### config.mk
export PLATFORM = sky130hd
export DESIGN_NAME = serial_subtractor_flat
export DESIGN_NICKNAME = d
export VERILOG_FILES = /design/src/rtl/serial_subtractor_pkg.sv /design/src/rtl/serial_subtractor_if.sv /design/src/rtl/serial_subtractor_full_subtractor.sv /design/src/rtl/serial_subtractor.sv /design/src/flat_wrapper.sv
export SDC_FILE = /design/constraint.sdc
export NUM_CORES = 1
export LEC_CHECK = 0
export CAP_MARGIN = 15
export CORE_MARGIN = 2
export CORE_UTILIZATION = 50
export CTS_CLUSTER_DIAMETER = 60
export DETAILED_ROUTE_END_ITERATION = 7
export GPL_ROUTABILITY_DRIVEN = 0
export PLACE_DENSITY_LB_ADDON = 0.12
export RECOVER_POWER = 50
export SLEW_MARGIN = 0
export SYNTH_ARGS = -nofsm -noshare
export SYNTH_HDL_FRONTEND = slang
export SYNTH_HIERARCHICAL = 1
export SYNTH_SLANG_ARGS = --single-unit
### constraint.sdc
create_clock -name clk_i -period 2.8 [get_ports clk_i]
set_input_delay 0.56 -clock clk_i [delete_from_list [all_inputs] [get_ports clk_i]]
set_output_delay 0.56 -clock clk_i [all_outputs]
set_load 0.01 [all_outputs]
### src/rtl/serial_subtractor_pkg.sv
// Shared types and constants for the bit-serial subtractor.
// Build option SUB_CLAMP_EN (see serial_subtractor.sv) does not affect this package.
package sub_pkg;

   localparam int SUB_WIDTH_DEFAULT = 4;

   typedef enum logic [1:0] {
      IDLE  = 2'd0,
      SHIFT = 2'd1,
      DONE  = 2'd2
   } sub_state_e;

endpackage

### src/rtl/serial_subtractor_if.sv
// Operand/result handshake bundle for serial_subtractor.
// master = upstream/downstream environment, slave = the subtractor itself.
interface serial_subtractor_if
   import sub_pkg::*;
#(
   parameter int WIDTH = SUB_WIDTH_DEFAULT
);

   logic             valid_i;
   logic             ready_o;
   logic [WIDTH-1:0] r1_i;
   logic [WIDTH-1:0] r2_i;
   logic             bi_i;
   logic             valid_o;
   logic             ready_i;
   logic [WIDTH-1:0] result_o;
   logic             borrow_o;

   modport master (
      output valid_i,
      output r1_i,
      output r2_i,
      output bi_i,
      output ready_i,
      input  ready_o,
      input  valid_o,
      input  result_o,
      input  borrow_o
   );

   modport slave (
      input  valid_i,
      input  r1_i,
      input  r2_i,
      input  bi_i,
      input  ready_i,
      output ready_o,
      output valid_o,
      output result_o,
      output borrow_o
   );

endinterface

### src/rtl/serial_subtractor_full_subtractor.sv
// Single-bit full subtractor: d = a - b - bin, bout set when the bit underflows.
module full_subtractor (
   input  logic a,
   input  logic b,
   input  logic bin,
   output logic d,
   output logic bout
);

   assign d    = a ^ b ^ bin;
   assign bout = (~a & b) | (~(a ^ b) & bin);

endmodule

### src/rtl/serial_subtractor.sv
// Bit-serial a - b - bi, LSB first, one full_subtractor reused for WIDTH cycles.
// Define SUB_CLAMP_EN to saturate the result to zero whenever the final borrow is set.
module serial_subtractor
   import sub_pkg::*;
#(
   parameter int WIDTH = SUB_WIDTH_DEFAULT
) (
   input logic                clk_i,
   input logic                rst_ni,
   serial_subtractor_if.slave bus
);

   localparam int CW = (WIDTH > 1) ? $clog2(WIDTH) : 1;

   localparam logic [1:0]    ST_IDLE  = IDLE;
   localparam logic [1:0]    ST_SHIFT = SHIFT;
   localparam logic [1:0]    ST_DONE  = DONE;
   localparam logic [CW-1:0] LAST_CNT = CW'(WIDTH - 1);

   logic [1:0]       state_q;
   logic [WIDTH-1:0] a_q;
   logic [WIDTH-1:0] b_q;
   logic [WIDTH-2:0] res_q;
   logic             brw_q;
   logic [CW-1:0]    cnt_q;
   logic [WIDTH-1:0] result_q;
   logic             borrow_q;

   logic             accept;
   logic             last_step;
   logic             fs_d;
   logic             fs_bout;
   logic [WIDTH-1:0] next_res;
   logic [WIDTH-1:0] final_res;

   assign accept    = (state_q == ST_IDLE) && bus.valid_i;
   assign last_step = (state_q == ST_SHIFT) && (cnt_q == LAST_CNT);

   full_subtractor u_full_subtractor (
      .a    (a_q[0]),
      .b    (b_q[0]),
      .bin  (brw_q),
      .d    (fs_d),
      .bout (fs_bout)
   );

   // res_q holds the WIDTH-1 bits collected so far; the final step supplies the MSB.
   assign next_res = {fs_d, res_q};

`ifdef SUB_CLAMP_EN
   assign final_res = fs_bout ? '0 : next_res;
`else
   assign final_res = next_res;
`endif

   always_ff @(posedge clk_i or negedge rst_ni) begin
      if (!rst_ni) begin
         state_q <= ST_IDLE;
      end else begin
         case (state_q)
            ST_IDLE:  if (bus.valid_i) state_q <= ST_SHIFT;
            ST_SHIFT: if (cnt_q == LAST_CNT) state_q <= ST_DONE;
            ST_DONE:  if (bus.ready_i) state_q <= ST_IDLE;
            default:  state_q <= ST_IDLE;
         endcase
      end
   end

   always_ff @(posedge clk_i or negedge rst_ni) begin
      if (!rst_ni) begin
         a_q   <= '0;
         b_q   <= '0;
         res_q <= '0;
         brw_q <= 1'b0;
         cnt_q <= '0;
      end else if (accept) begin
         a_q   <= bus.r1_i;
         b_q   <= bus.r2_i;
         res_q <= '0;
         brw_q <= bus.bi_i;
         cnt_q <= '0;
      end else if (state_q == ST_SHIFT) begin
         a_q   <= a_q >> 1;
         b_q   <= b_q >> 1;
         res_q <= next_res[WIDTH-1:1];
         brw_q <= fs_bout;
         cnt_q <= cnt_q + 1'b1;
      end
   end

   // Published result only changes on the last shift, so it is held through DONE and beyond.
   always_ff @(posedge clk_i or negedge rst_ni) begin
      if (!rst_ni) begin
         result_q <= '0;
         borrow_q <= 1'b0;
      end else if (last_step) begin
         result_q <= final_res;
         borrow_q <= fs_bout;
      end
   end

   assign bus.ready_o  = (state_q == ST_IDLE);
   assign bus.valid_o  = (state_q == ST_DONE);
   assign bus.result_o = result_q;
   assign bus.borrow_o = borrow_q;

endmodule

### src/flat_wrapper.sv
// flat-port wrapper written by rule: the top's interface ports become plain ports
module serial_subtractor_flat import sub_pkg::*;
#(
   parameter int WIDTH = SUB_WIDTH_DEFAULT
)
  (clk_i, rst_ni, bus_valid_i, bus_r1_i, bus_r2_i, bus_bi_i, bus_ready_i, bus_ready_o, bus_valid_o, bus_result_o, bus_borrow_o);
  serial_subtractor_if #(.WIDTH(WIDTH)) bus_i ();
  input logic clk_i;
  input logic rst_ni;
  input wire logic [$bits(bus_i.valid_i)-1:0] bus_valid_i;
  input wire logic [$bits(bus_i.r1_i)-1:0] bus_r1_i;
  input wire logic [$bits(bus_i.r2_i)-1:0] bus_r2_i;
  input wire logic [$bits(bus_i.bi_i)-1:0] bus_bi_i;
  input wire logic [$bits(bus_i.ready_i)-1:0] bus_ready_i;
  output wire logic [$bits(bus_i.ready_o)-1:0] bus_ready_o;
  output wire logic [$bits(bus_i.valid_o)-1:0] bus_valid_o;
  output wire logic [$bits(bus_i.result_o)-1:0] bus_result_o;
  output wire logic [$bits(bus_i.borrow_o)-1:0] bus_borrow_o;
  assign bus_i.valid_i = bus_valid_i;
  assign bus_i.r1_i = bus_r1_i;
  assign bus_i.r2_i = bus_r2_i;
  assign bus_i.bi_i = bus_bi_i;
  assign bus_i.ready_i = bus_ready_i;
  assign bus_ready_o = bus_i.ready_o;
  assign bus_valid_o = bus_i.valid_o;
  assign bus_result_o = bus_i.result_o;
  assign bus_borrow_o = bus_i.borrow_o;
  serial_subtractor #(.WIDTH(WIDTH)) u_core (.clk_i(clk_i), .rst_ni(rst_ni), .bus(bus_i));
endmodule
# Word level (Yosys, flattened, before mapping)
# Cells that the tools add are included.
classes:
  addsub: 1
  eq_ne: 6
  mux: 14
  bitwise_logic: 7
  reduce_logical: 5
op_table:
  columns: ["op", "n"]
  rows:
  - ["$mux 4", 4]
  - ["$mux 2", 5]
  - ["$mux 3", 2]
  - ["$pmux 2 s3", 1]
  - ["$eq 2x2->1 const B", 2]
  - ["$ne 2x2->1 const B", 2]
  - ["$reduce_and 3->1", 1]
  - ["$add 2x1->2 const B", 1]
  - ["$and 1x1->1", 2]
  - ["$eq 2x1->1 const B", 1]
  - ["$logic_and 1x1->1", 2]
  - ["$logic_not 2->1", 1]
  - ["$mux 1", 2]
  - ["$ne 2x1->1 const B", 1]
  - ["$not 1->1", 2]
  - ["$reduce_bool 2->1", 1]
  - ["$xor 1x1->1", 2]
  - ["$or 1x1->1", 1]
word_totals:
  register_bits: 21
  inputBits: 13
  output_inout_bits: 7

# Depth between registers and ports, before layout
depth:
  ltp_word: 6
  ltp_mapped: 5

# By module
# Netlist, hierarchy kept.
modules_own_cells:
  columns: ["module", "instances", "cells_per_inst", "area_per_inst_um2"]
  rows:
  - ["serial_subtractor", 1, 79, 925.9]
  - ["full_subtractor", 1, 4, 31.3]

# Worst setup path after synthesis
# Ideal clock, no wire load.
synth_timing:
  path_type: "register to output"
  startpoint: "register u_core.state_q[1]"
  endpoint: "output port bus_valid_o"
  arrival_time_ns: 0.837
  required_time_ns: 2.240
  slack_ns: 1.403
  stages_incl_launch_ff: 4
  cell_sequence: "dfrtp_1 > buf_6 > clkinv_1 > nor2_1"
synth_via:
  elab_chain_cells: 1
synth_rtl:
  columns: ["item", "line_no", "text"]
  rows:
  - ["start: declaration", "serial_subtractor.sv:20", "logic [1:0] state_q;"]
  - ["start signal: assignment", "serial_subtractor.sv:58", "state_q <= ST_IDLE;"]
  - ["start signal: assignment", "serial_subtractor.sv:61", "ST_IDLE: if (bus.valid_i) state_q <= ST_SHIFT;"]
  - ["start signal: assignment", "serial_subtractor.sv:62", "ST_SHIFT: if (cnt_q == LAST_CNT) state_q <= ST_DONE;"]
  - ["$eq 2x2->1", "serial_subtractor.sv:103", "assign bus.valid_o = (state_q == ST_DONE);"]
  - ["end: declaration", "flat_wrapper.sv:16", "output wire logic [$bits(bus_i.valid_o)-1:0] bus_valid_o;"]
# Every way passes these cells.

# Worst setup path in the final report
# Ends and elaborated chain as after synthesis.

==> run summary <==
Placed Cells: 126
Final Setup Violations: 0
CTS Buffer Depth: 2
Synth cell types: 24
Synth Warn #: 6
Reg2Reg Launch Point: u_core/state_q[0]$_DFFE_PN0P_
TritonCTS Sinks: 21
Worst Hold Depth: 1
vias in the first global route: 636
die area: 2281 µm²
number of H-tree levels: 1
Crit. End Element: output pin
via count: 718
CTS tree: built
CTS buffer count: 3
cells on worst reg2reg path: 3
Clk pwr share: 11.0%
number of DRC markers in iteration 0: 13
Fin. Hold Viols: 0
sequential share of power: 42.7%
largest net degree at the start of global routing: 22
Antenna Diode Count: 0
first-pass GRT wire length: 2.939 mm
Net Switching: 0.4940 mW
Mapped Cells: 83
Initial Util: 54.26%
Finished Layout Cells: 130
initial antenna violation count: 0
site row count: 15
CP required: 2.24 ns
run status: complete, no violations
Max-slew headroom: 26.04%
Clk Latency, worst-skew pair: 0.30 ns
Seq/Total Area, Yosys: 54.90%
crit path time final: 2.550 ns
crit path max fanout: 10
Clk pin slew, worst setup/hold paths: 0.12 ns
nets: 121
Leakage: 0.5424 nW
hold path start: u_core/cnt_q[0]$_DFFE_PN0P_
Post-Syn Nets: 98
internal power: 0.8381 mW
Seq cells post-synth: 21
CTS resizes: 0
hold_buf cts: 0
Die Y: 47.76 µm
setup TNS: 0 ns
commonest non-fill, non-tap cell in the layout: dfrtp_1
Via density: 5.523
Max Slew Vio Count: 0
Hold Path Class: reg -> reg
PwrDens: 1120 nW/µm²
post-CTS setup buffers: 0
Worst Setup Path Type: reg -> out
post-route DRC violation count: 0
Core ar.: 1764 µm²
Final Skew: 0.003185 ns
total track usage: 19.44%
Die X: 47.76 µm
slew at the pin closest to its max-slew limit: 1.109 ns
Mean Syn Cell Area: 11.53 µm²
share of cells above drive strength 1: 12.38%
Final ANT Viol Nets: 0
root buffer cell: clkbuf_4
Comb pwr share: 46.3%
input/output buffers: 19
Sw Share: 37.09%
fin crit share: 91.08%
Max VDD drop: 0.0005429 V
fmax: 392.1 MHz
Setup crit start kind: flop
setup slack, reg-to-reg: 1.37 ns
WHS Endpoint: u_core/cnt_q[0]$_DFFE_PN0P_
commonest non-fill, non-tap cells in the layout: 21 x dfrtp_1, 17 x clkdlybuf4s50_1, 10 x nor2_1
area grow syn2layout: 24.31%
GRT overflow: 0
hpwl dp: 1.327 mm
WL final: 1.820 mm
# IOs: 20
DR pass1 iterations: 4
post-synthesis cell area: 957.2 µm²
# Max-Cap Violations: 0
unrepaired setup endpoints after global routing: false
reg2reg end: u_core/bus.result_o[0]$_DFFE_PN0P_
Worst Path Arrival: 1.99 ns
post-DR wirelength/cell: 14.00 µm
power by group through the flow:
stage / clock (mW) / sequential, mW / combinational, mW
floorplan: 0 / 0.540 / 0.459
global placement: 0 / 0.567 / 0.607
CTS: 0.151 / 0.569 / 0.626
global route: 0.165 / 0.590 / 0.685
finish: 0.147 / 0.568 / 0.617
detailed placement: 0 / 0.576 / 0.621
cells by family (layout without fill, tap and decap cells):
kind of cell	count (synthesis)	in the layout	share of synthesized area [%]
flip-flops	21	21	54.90
AO/OA/AOI/OAI	22	22	15.82
multiplexers	5	5	7.843
adder cells (fa/ha/maj)	2	2	3.399
AND/OR/NAND/NOR	26	26	14.38
buffers and inverters	7	29	3.659
layout make-up:
cell class | instances | area (µm²)
Inverter | 5 | 18.77
Timing Repair Buffer | 20 | 193.9
Clock inverter | 1 | 5.005
Clock buffer | 3 | 22.52
Fill cell | 151 | 574.3
Tap cell | 25 | 31.28
Sequential cell | 21 | 525.5
Multi-Input combinational cell | 55 | 392.9
registers in the layout, indices dropped and copies added, names as in the netlist:
signal,count
u_core/bus.borrow_o,1
u_core/brw_q,1
u_core/b_q,4
u_core/cnt_q,2
u_core/state_q,2
u_core/bus.result_o,4
u_core/a_q,4
u_core/res_q,3
synthesized netlist by cell type:
library cell | instances | area share (%)
nor4b_1 | 2 | 1.8
or2_2 | 1 | 0.65
clkinv_1 | 1 | 0.39
a21oi_1 | 5 | 2.6
nand2b_1 | 2 | 1.3
ha_1 | 1 | 1.3
o21ai_0 | 2 | 1.0
nand2_1 | 5 | 2.0
o31ai_1 | 1 | 0.78
buf_2 | 1 | 0.52
nor2_1 | 10 | 3.9
o22ai_1 | 7 | 4.6
nor3_1 | 4 | 2.1
buf_6 | 1 | 1.2
nand2_4 | 1 | 1.2
o21ba_2 | 1 | 1.0
a32oi_1 | 1 | 0.92
inv_1 | 4 | 1.6
o21bai_2 | 1 | 1.2
a22o_1 | 4 | 3.7
nor2b_4 | 1 | 1.4
mux2_4 | 5 | 7.8
dfrtp_1 | 21 | 55
fa_1 | 1 | 2.1
how the worst max path moves through the flow:
stage | cells after the start | from | endpoint | slack, ns
after floorplan | 3 | u_core/state_q[1]$_DFFE_PN0P_ | bus_valid_o | 1.40
after global placement | 3 | u_core/state_q[1]$_DFFE_PN0P_ | bus_valid_o | 0.75
after detailed placement | 3 | u_core/state_q[1]$_DFFE_PN0P_ | bus_valid_o | 0.64
after CTS | 3 | u_core/state_q[1]$_DFFE_PN0P_ | bus_valid_o | 0.27
after global routing | 3 | u_core/state_q[1]$_DFFE_PN0P_ | bus_valid_o | 0.15
final | 3 | u_core/state_q[1]$_DFFE_PN0P_ | bus_valid_o | 0.25
critical path, stage by stage, from the launching register on:
cell	delay, ns
dfrtp_1	0.59
clkinv_1	0.36
nor2_1	0.18
clkdlybuf4s50_1	0.56
layer usage:
| layer | GRT usage (%) | routed length, µm |
|---|---|---|
| met1 | 26.76 | 841 |
| met2 | 30.40 | 864 |
| met3 | 2.264 | 80 |
| met4 | 9.730 | 33 |
| met5 | 0 | 0 |
through the flow:
stage	power, mW	hold WS, ns	util (%)	setup slack [ns]	area (µm²)
floorplan	0.9989	0.2644	-	1.403	957.2
global placement	1.175	0.4836	66.31	0.7549	1170
detailed placement	1.197	0.4887	66.31	0.6411	1170
CTS	1.346	0.5175	67.87	0.2694	1197
global route	1.440	0.5366	67.45	0.1509	1190
finish	1.332	0.5161	67.45	0.2497	1190
Note: power is estimated with default switching activity, not from simulation.
